===== src/rtl/param_updown_counter.sv =====
// Parameterized up/down counter with parallel load, wrap or saturate at the
// range ends, a combinational terminal-count flag and a registered wrap pulse.
module param_updown_counter #(
  parameter int unsigned          WIDTH     = 4,
  parameter logic [WIDTH-1:0]     MAX_VAL   = {WIDTH{1'b1}},
  parameter logic [WIDTH-1:0]     RESET_VAL = '0,
  parameter bit                   SATURATE  = 1'b0
) (
  input  logic             clock,
  input  logic             reset,
  input  logic             enable,
  input  logic             up_down,
  input  logic             load,
  input  logic [WIDTH-1:0] load_value,
  output logic [WIDTH-1:0] counter,
  output logic             terminal_count,
  output logic             wrap
);

  logic             at_max;
  logic             at_zero;
  logic [WIDTH-1:0] counter_next;
  logic             wrap_next;

  assign at_max  = (counter == MAX_VAL);
  assign at_zero = (counter == '0);

  assign terminal_count = (up_down & at_max) | (~up_down & at_zero);

  // NOTE: every output of this block gets a default first so no latch is inferred.
  always_comb begin
    counter_next = counter;
    wrap_next    = 1'b0;
    if (load) begin
      // Out-of-range load values are clamped so counter never exceeds MAX_VAL.
      counter_next = (load_value > MAX_VAL) ? MAX_VAL : load_value;
    end else if (enable) begin
      if (up_down) begin
        if (!at_max) begin
          counter_next = counter + 1'b1;
        end else if (!SATURATE) begin
          counter_next = '0;
          wrap_next    = 1'b1;
        end
      end else begin
        if (!at_zero) begin
          counter_next = counter - 1'b1;
        end else if (!SATURATE) begin
          counter_next = MAX_VAL;
          wrap_next    = 1'b1;
        end
      end
    end
  end

  // NOTE: sequential state uses non-blocking assignments so all registers
  // sample their inputs from the same pre-edge values.
  always_ff @(posedge clock or negedge reset) begin
    if (!reset) begin
      counter <= RESET_VAL;
      wrap    <= 1'b0;
    end else begin
      counter <= counter_next;
      wrap    <= wrap_next;
    end
  end

endmodule


===== config.mk =====
export PLATFORM = sky130hd
export DESIGN_NAME = param_updown_counter
export DESIGN_NICKNAME = d
export VERILOG_FILES = /design/src/rtl/param_updown_counter.sv
export SDC_FILE = /design/constraint.sdc
export NUM_CORES = 1
export LEC_CHECK = 0
export ABC_AREA = 1
export BUFFER_PORTS_ARGS = -buffer_cell sky130_fd_sc_hd__buf_2
export CORE_AREA = 3 3 40 42
export DETAILED_ROUTE_END_ITERATION = 7
export DIE_AREA = 0 0 43 45
export PLACE_DENSITY = 0.47
export SYNTH_ARGS = -nofsm -noshare
export SYNTH_HDL_FRONTEND = slang
export SYNTH_SLANG_ARGS = --single-unit

===== constraint.sdc =====
create_clock -name clock -period 1.49 [get_ports clock]
set_input_delay 0.2235 -clock clock [delete_from_list [all_inputs] [get_ports clock]]
set_output_delay 0.2235 -clock clock [all_outputs]
set_load 0.005 [all_outputs]

==> results of run 1 <==
-- sequential cells by signal (all words and copies together), names as in the netlist --
signal   count
counter      4
wrap         1
-- worst max-delay path: cells and delay by family (launching register included) --
family / cells / cell delay (ns)
buffers and inverters: 3 / 0.31
adders and majority gates: 1 / 0.15
AOI/OAI and AO/OA: 1 / 0.06
DFF: 1 / 0.44
and+or+nand+nor: 2 / 0.13
-- cell usage after synthesis --
| master | number | area share [%] |
|---|---|---|
| o21ai_1 | 1 | 1.4 |
| nand2_1 | 14 | 15 |
| a21oi_2 | 1 | 2.5 |
| nor2_1 | 5 | 5.3 |
| nand3_1 | 3 | 4.2 |
| nor3_1 | 1 | 1.4 |
| nand3_2 | 1 | 2.8 |
| inv_1 | 8 | 8.4 |
| o211ai_1 | 2 | 4.2 |
| ha_1 | 2 | 7.0 |
| dfrtp_1 | 5 | 35 |
| inv_2 | 1 | 1.1 |
| xor2_1 | 2 | 4.9 |
| a22oi_1 | 2 | 4.2 |
| o21ai_0 | 2 | 2.8 |
-- per-layer routing --
| metal | track usage, % | share of wire (%) |
|---|---|---|
| met2 | 17.1 | 48 |
| met5 | 0 | 0 |
| met4 | 10.8 | 3.5 |
| met3 | 2.39 | 4.1 |
| met1 | 14.6 | 44 |
-- power groups by stage --
stage,clock [mW],combinational [mW],sequential [mW]
3_5_place_dp,0,0.147,0.179
5_1_grt,0.173,0.246,0.183
4_1_cts,0.162,0.210,0.181
2_1_floorplan,0,0.0766,0.177
6_report,0.155,0.222,0.181
3_3_place_gp,0,0.145,0.180
-- how the worst min path moves through the flow --
stage	startpoint	endpoint	depth (start not counted)
after floorplan	reset	counter[0]$_DFFE_PN0P_	0
after global placement	reset	counter[3]$_DFFE_PN0P_	1
after detailed placement	reset	wrap$_DFF_PN0_	1
after CTS	load_value[0]	counter[0]$_DFFE_PN0P_	3
after global routing	load_value[0]	counter[0]$_DFFE_PN0P_	3
final	load_value[1]	counter[1]$_DFFE_PN0P_	3
-- through the flow --
stage                     power, mW  setup WS (ns)  setup TNS, ns  instances  instance area (sq um)
after CTS                     0.552        -0.0683        -0.0683         94                    616
final                         0.558        -0.0564        -0.0564         97                    641
after global routing          0.601         -0.117         -0.144         97                    641
after global placement        0.325       -0.00648       -0.00648         83                    475
after detailed placement      0.326       -0.00120       -0.00120         83                    475
after floorplan               0.254          0.186              0         50                    357
-- timing repair --
item / CTS / global route
hold endpoints to repair: 5 / 0
resized for setup: 14 / 1
hold buffers: 1 / 0
buffers inserted: 6 / 3
pin swaps: 2 / 6
endpoints found under the setup margin: 1 / 2
-- cells by family (layout without fill, tap and decap cells) --
logic type      after synthesis  after routing  share of synthesized area [%]
compound gates                8              8                           15.1
buf+inv                       9             41                           9.47
fa+ha+maj                     2              2                           7.02
xor+xnor                      2              2                           4.91
flops                         5              5                           35.1
simple gates                 24             24                           28.4
-- cell type report --
cell class | instances | area (sq um)
fillers | 130 | 644
multi-input cells | 36 | 241
repair buffers | 28 | 194
flip-flops and latches | 5 | 126
inverters | 9 | 33.8
clock buffers | 4 | 26.3
well taps | 15 | 18.8
==> impl_metrics.json, run 1 <==
{
  "status": "finished with violations",
  "violations": "negative setup slack",
  "dieHeight_microns": 45,
  "globalplace.congestion": 0.689,
  "cts_buffers": 3,
  "period_needed_ns": 1.55,
  "fmaxAchievable_mhz": 647,
  "num_io_pins": 15,
  "p_switching_mw": 0.180,
  "grt_start_max_net_pins": 8,
  "avgRoutedWirePerCell_microns": 10.5,
  "path_class": "register to output pin",
  "p_seq_share_pct": 32.4,
  "numPortBuffers": 14,
  "arrival_ns": 1.32,
  "fin_crit_sh_pct": 104,
  "p_comb_share_pct": 39.9,
  "final_util_pct": 49.9,
  "setup_violations": 1,
  "core_sq_um": 1280,
  "ant_nets": 0,
  "hold-worst-slack_ns": 0.212,
  "r2r-end": "counter[3]$_DFFE_PN0P_",
  "syn_area_sq_um": 357,
  "drive_above_1_share_pct": 53.7,
  "maxSlewHeadroom_pct": 80.8,
  "avgSynthCellArea_sq_um": 7.13,
  "routed_via_density": 4.43,
  "num_antenna_cells": 0,
  "switching_share_pct": 32.2,
  "drv_slew": 0,
  "cts_tree": "yes",
  "route.vias.total": 430,
  "cts.sinks": 5,
  "setup_slack_ns": -0.0564,
  "crit_chain": "buf_12, ha_4, nand3_2, nand2_2, o21ai_2, inv_1, buf_2",
  "synth_cells": 50,
  "final_common_cell": "buf_2",
  "layout_common_cells": "buf_2 (14), nand2_1 (13), buf_4 (11), inv_1 (5)",
  "first_global_vias": 381,
  "nNetsFinal": 94,
  "internal_power_mw": 0.378,
  "required_ns": 1.27,
  "drt_iter0_markers": 6,
  "antenna_found_initial": 0,
  "synthDistinctLibCells": 15,
  "worst_slew_pin_slew_ns": 0.287,
  "cts-root-buf": "clkbuf_4",
  "hpwl_microns": 724,
  "hold_viol_final": 0,
  "synth-seq-cells": 5,
  "startpoint": "counter[1]$_DFFE_PN0P_",
  "drc": 0,
  "fin_worst_skew_ns": 0.00286,
  "rr_worst_depth": 11,
  "seq_area_frac_synth_pct": 35.1,
  "critPathLaunchType": "register",
  "cpPeakStageDelay_ns": 0.44,
  "drtPass1Iterations": 4,
  "maxCapViolCount": 0,
  "cp-end-kind": "output pin",
  "synth_nets": 61,
  "die-area_sq_um": 1940,
  "grt_pass1_wl_mm": 1.59,
  "start_util_pct": 27.8,
  "path_clk_slew_ns": 0.04,
  "critPathMaxFanout": 3,
  "leakage_nw": 0.341,
  "wirelength_mm": 1.02,
  "die_width_microns": 43,
  "grtUsageTotal_pct": 11.8,
  "fp-row-count": 13,
  "grt-ovfl-total": 0,
  "ys.warnings.count": 0,
  "r2r_start": "counter[1]$_DFFE_PN0P_",
  "htree_num_levels": 1,
  "hp-class": "primary input to register",
  "p_per_area_nw_per_um2": 871,
  "slowest_stage": "dfrtp_2",
  "rsz0062_at_grt": "yes",
  "clkPwrFrac_pct": 27.7,
  "ff2ff_setup_slack_ns": 0.05,
  "crit_path_end": "terminal_count",
  "insertion_delay_ns": 0.24,
  "cts_buffer_depth": 2,
  "vdd_drop_max_uv": 401,
  "area_growth_pct": 79.6
}
Power figures use the tool's default switching activity.
==> run 2: changes to the inputs <==
BUFFER_PORTS_ARGS = not set   (was -buffer_cell sky130_fd_sc_hd__buf_2)
DONT_BUFFER_PORTS = 1   (was not set)
PLACE_DENSITY = 0.37   (was 0.47)
==> run 2 against run 1 <==
Against the previous run:
- the run now ends clean
- via count decreased by 15%
- total power decreased by 13%
- register-to-register slack improved by 0.18 ns
- sequential power about the same
- cell area decreased by 25%
- fmax increased by 9.8%
- clock power increased by 3%
- clock skew decreased by 0.0017 ns
==> impl_metrics.json, run 2 (synthesized netlist as in run 1, its figures left out) <==
{
  "cts_tree": "yes",
  "nNetsFinal": 72,
  "largest_reg_flops": 4,
  "globalplace.congestion": 0.664,
  "cts_buffers": 3,
  "start_util_pct": 27.8,
  "rr_worst_depth": 6,
  "hp-class": "primary input to register",
  "drc": 0,
  "wirelength_mm": 1.01,
  "period_needed_ns": 1.41,
  "arrival_ns": 1.19,
  "cp_num_cells": 5,
  "maxSlewHeadroom_pct": 77.7,
  "antenna_found_initial": 0,
  "htree_num_levels": 1,
  "ant_nets": 0,
  "crit_family": "flip-flops",
  "drive_above_1_share_pct": 31.7,
  "area_growth_pct": 35.1,
  "grtUsageTotal_pct": 11.9,
  "fmaxAchievable_mhz": 710,
  "rsz0062_at_grt": "yes",
  "design_area_sq_um": 482,
  "num_io_pins": 15,
  "layout_common_cells": "nand2_1 (14), inv_1 (5), nor2_1 (5), buf_4 (5)",
  "final_util_pct": 37.5,
  "cpPeakStageDelay_ns": 0.43,
  "finalSetupTns_ns": 0,
  "nFillCells": 147,
  "setup_violations": 0,
  "critPathLaunchType": "register",
  "final_common_cell": "nand2_1",
  "avgRoutedWirePerCell_microns": 13.5,
  "p_per_area_nw_per_um2": 1010,
  "top_register": "counter",
  "maxCapViolCount": 0,
  "worst_slew_pin_slew_ns": 0.334,
  "final_cells": 75,
  "route.vias.total": 366,
  "status": "finished clean",
  "critPathMaxFanout": 4,
  "ff2ff_setup_slack_ns": 0.23,
  "cts_buffer_depth": 2,
  "die-area_sq_um": 1940,
  "crit_chain": "ha_1, nand3_1, nand2_1, o21ai_2, inv_1",
  "crit_buf_inv": 1,
  "reg.largest.list": "counter x4, wrap x1",
  "fin_crit_sh_pct": 94.6,
  "vdd_drop_max_uv": 443,
  "path_class": "register to output pin",
  "dpl_cell_area_sq_um": 390,
  "num_antenna_cells": 0,
  "dieHeight_microns": 45,
  "insertion_delay_ns": 0.24,
  "fp-row-count": 13,
  "cts.sinks": 5,
  "hpwl_microns": 766,
  "routed_via_density": 4.88,
  "drv_slew": 0,
  "fin_worst_skew_ns": 0.00115,
  "core_sq_um": 1280,
  "grt_pass1_wl_mm": 1.59,
  "cp-end-kind": "output pin",
  "hold_viol_final": 0,
  "numPortBuffers": 0,
  "drt_iter0_markers": 1,
  "grt-ovfl-total": 0,
  "place_inst": 67,
  "path_clk_slew_ns": 0.04,
  "first_global_vias": 374,
  "hold_depth": 2,
  "drtPass1Iterations": 3,
  "die_width_microns": 43,
  "leakage_nw": 0.238,
  "slowest_stage": "dfrtp_2",
  "cts-root-buf": "clkbuf_4",
  "required_ns": 1.27,
  "grt_start_max_net_pins": 8
}
run 2: cell types whose count changed in the layout (fill, tap and decap cells not counted), sizes merged:
cell,delta
buf,-22
run 2: path summary, 6_finish.rpt:
kind | endpoint | startpoint
setup / recovery | terminal_count | counter[1]$_DFFE_PN0P_
hold / removal | counter[0]$_DFFE_PN0P_ | load
min in group asynchronous | counter[3]$_DFFE_PN0P_ | reset
hold reg to reg | counter[0]$_DFFE_PN0P_ | counter[0]$_DFFE_PN0P_
max in group asynchronous | counter[1]$_DFFE_PN0P_ | reset
setup reg to reg | counter[2]$_DFFE_PN0P_ | counter[0]$_DFFE_PN0P_
run 2: routing by layer:
metal / vias to the layer above / part of all wire (%) / GRT usage [%]
met5: - / 0 / 0
met4: 0 / 2.3 / 5.42
met3: 2 / 8.1 / 6.37
met2: 14 / 51 / 20.7
met1: 168 / 38 / 11.8
li1: 182 / - / -
run 2: timing repair:
item | CTS | global route
buffers inserted | 2 | 1
gates resized for setup | 5 | 7
setup endpoints to repair | 1 | 1
pin swaps | 1 | 1
hold buffers | 1 | 0
hold endpoints to repair | 5 | 0
run 2: report_power, final:
part	switching, mW	leakage, nW	internal (mW)
sequential	0.0311	0.0599	0.153
clock	0.0579	0.0150	0.101
combinational	0.0742	0.163	0.0705
total	0.163	0.238	0.324
run 2: through the flow:
stage          hold WS [ns]  power (mW)  worst slack [ns]
2_1_floorplan       -0.0721       0.254             0.186
6_report              0.127       0.488            0.0811
5_1_grt               0.137       0.528          -0.00773
3_5_place_dp        -0.0720       0.289            0.0931
3_3_place_gp        -0.0720       0.286             0.119
4_1_cts               0.125       0.475         0.0000711
run 2: cell type report:
type | count | area (sq um) | area share, %
inverter | 9 | 36.3 | 7.53
timing repair buffer | 6 | 47.5 | 9.87
tap | 15 | 18.8 | 3.90
sequential | 5 | 128 | 26.5
clock buffer | 4 | 26.3 | 5.45
multi-input combinational | 36 | 225 | 46.8
==> run 3: changes to the inputs <==
ABC_AREA = 0   (was 1)
PLACE_DENSITY = 0.38   (was 0.37)
==> run 3 against run 2 <==
Against the previous run:
- die area stayed put
- non-clock buffer count unchanged
- area after synthesis grew 1.8%
- clock skew about the same
- first-iteration DRC count did not move
- core utilization fell by 0.39 points
==> impl_metrics.json, run 3 <==
{
  "status": "finished clean",
  "required_ns": 1.61,
  "cts_buffers": 3,
  "wirelength_microns": 884,
  "fp-row-count": 13,
  "fin_crit_sh_pct": 94.3,
  "setup_violations": 0,
  "worst_slew_pin_slew_ns": 0.324,
  "start_util_pct": 28.2,
  "first_global_vias": 358,
  "ys.warnings.count": 0,
  "yosysTopAreaCellShare_pct": 34.5,
  "ant_nets": 0,
  "path_clk_slew_ns": 0.04,
  "hpwl_microns": 676,
  "drc": 0,
  "die_width_microns": 43,
  "hold-worst-slack_ns": 0.0815,
  "top_register": "counter",
  "nNetsFinal": 60,
  "p_per_area_nw_per_um2": 1040,
  "maxCapViolCount": 0,
  "vdd_drop_max_uv": 641,
  "finalSetupTns_ns": 0,
  "synth_flop_cell": "dfrtp_1",
  "path_class": "register to register",
  "async_flop_share_pct": 100,
  "leakage_nw": 0.199,
  "htree_num_levels": 1,
  "globalplace.congestion": 0.659,
  "yosysTopAreaCell": "dfrtp_1",
  "largest_reg_flops": 4,
  "cts-root-buf": "clkbuf_4",
  "period_needed_ns": 1.41,
  "cts.sinks": 5,
  "antenna_found_initial": 0,
  "syn_area_sq_um": 363,
  "fin_worst_skew_ns": 0.00108,
  "grt_start_max_net_pins": 10,
  "avgRoutedWirePerCell_microns": 14.0,
  "hold_viol_final": 0,
  "drv_slew": 0,
  "insertion_delay_ns": 0.24,
  "arrival_ns": 1.53,
  "num_antenna_cells": 0,
  "synth_cells": 40,
  "synth_common_cells": "dfrtp_1 (5), nand2_1 (5), o21ai_0 (4)",
  "synth_edf_count": 0,
  "grt_pass1_wl_mm": 1.59,
  "grtUsageTotal_pct": 11.3,
  "routed_via_density": 5.14,
  "avgSynthCellArea_sq_um": 9.07,
  "critPathMaxFanout": 5,
  "netlist_top_cells_area": "dfrtp_1 (34%), xnor2_1 (7.2%), ha_1 (6.9%), o21ai_0 (5.5%), nand2_1 (5.2%)",
  "core_sq_um": 1280,
  "grt-ovfl-total": 0,
  "critPathLaunchType": "register",
  "synth_nets": 51,
  "drive_above_1_share_pct": 33.3,
  "drtPass1Iterations": 2,
  "dieHeight_microns": 45,
  "seq_area_frac_synth_pct": 34.5,
  "synth-seq-cells": 5,
  "reg.largest.list": "counter x4, wrap x1",
  "maxSlewHeadroom_pct": 78.4,
  "area_growth_pct": 31.4,
  "cts_tree": "yes",
  "rsz0062_at_grt": "no",
  "layout_common_cells": "nand2_1 (5), buf_4 (5), o21ai_0 (4)",
  "synthDistinctLibCells": 22,
  "numPortBuffers": 0,
  "fmaxAchievable_mhz": 711,
  "cts_buffer_depth": 2,
  "drt_iter0_markers": 1,
  "die-area_sq_um": 1940,
  "cp-end-kind": "register",
  "num_io_pins": 15,
  "route.vias.total": 324,
  "hp-class": "primary input to register"
}
run 3: worst paths after layout:
kind	from	endpoint	slack, ns	cells past startpoint
worst max-delay path	counter[1]$_DFFE_PN0P_	counter[3]$_DFFE_PN0P_	0.08	4
worst min-delay path	load	counter[1]$_DFFE_PN0P_	0.08	1
worst max register to register	counter[1]$_DFFE_PN0P_	counter[3]$_DFFE_PN0P_	0.08	4
worst min register to register	counter[0]$_DFFE_PN0P_	counter[0]$_DFFE_PN0P_	0.76	3
max in group asynchronous	reset	counter[1]$_DFFE_PN0P_	0.97	1
min in group asynchronous	reset	counter[2]$_DFFE_PN0P_	0.29	1
run 3: repair_timing:
action	4_1_cts	5_1_grt
setup endpoints to repair	1	1
gates cloned	0	0
hold endpoints to repair	5	0
hold buffers	1	0
setup buffers	2	0
pin swaps	2	2
gates resized for setup	6	2
run 3: cell type report:
cell class / instances / area [sq um]
Tap cell: 15 / 18.8
Timing Repair Buffer: 6 / 47.5
Inverter: 2 / 7.51
Multi-Input combinational cell: 31 / 249
Clock buffer: 4 / 26.3
Sequential cell: 5 / 128
Fill cell: 139 / 808
run 3: cell families after synthesis:
group,share of synthesized area [%]
XOR/XNOR,7.24
buffers and inverters,6.21
multiplexers,2.76
adder cells (fa/ha/maj),6.90
AO/OA/AOI/OAI,22.8
AND/OR/NAND/NOR,19.7
flip-flops,34.5
run 3: power breakdown:
| part | total [mW] | internal, mW | switching [mW] | leakage [nW] |
|---|---|---|---|---|
| sequential | 0.173 | 0.153 | 0.0200 | 0.0600 |
| combinational | 0.165 | 0.0895 | 0.0754 | 0.124 |
| clock | 0.157 | 0.101 | 0.0562 | 0.0150 |
run 3: routing by layer:
| metal | GRT usage, % | vias up | wire length, microns |
|---|---|---|---|
| li1 | - | 156 | - |
| met5 | 0 | - | 0 |
| met1 | 11.4 | 151 | 326 |
| met2 | 19.2 | 17 | 437 |
| met4 | 0 | 0 | 0 |
| met3 | 9.56 | 0 | 120 |
run 3: per-stage QoR:
step                std cells  area (sq um)  total power, mW  setup slack (ns)  util (%)
finish                     63           477            0.495            0.0843      37.1
global route               63           477            0.542           0.00623      37.1
CTS                        63           467            0.500           0.00365      36.3
detailed placement         56           389            0.301            0.0623      30.3
global placement           56           389            0.299             0.123      30.3
floorplan                  40           363            0.272             0.136         -
run 3: worst max-delay path, stage by stage (launching register included):
cell      delay [ns]
dfrtp_2         0.41
buf_4           0.15
or3_4           0.36
a221oi_2        0.26
o31ai_1         0.10
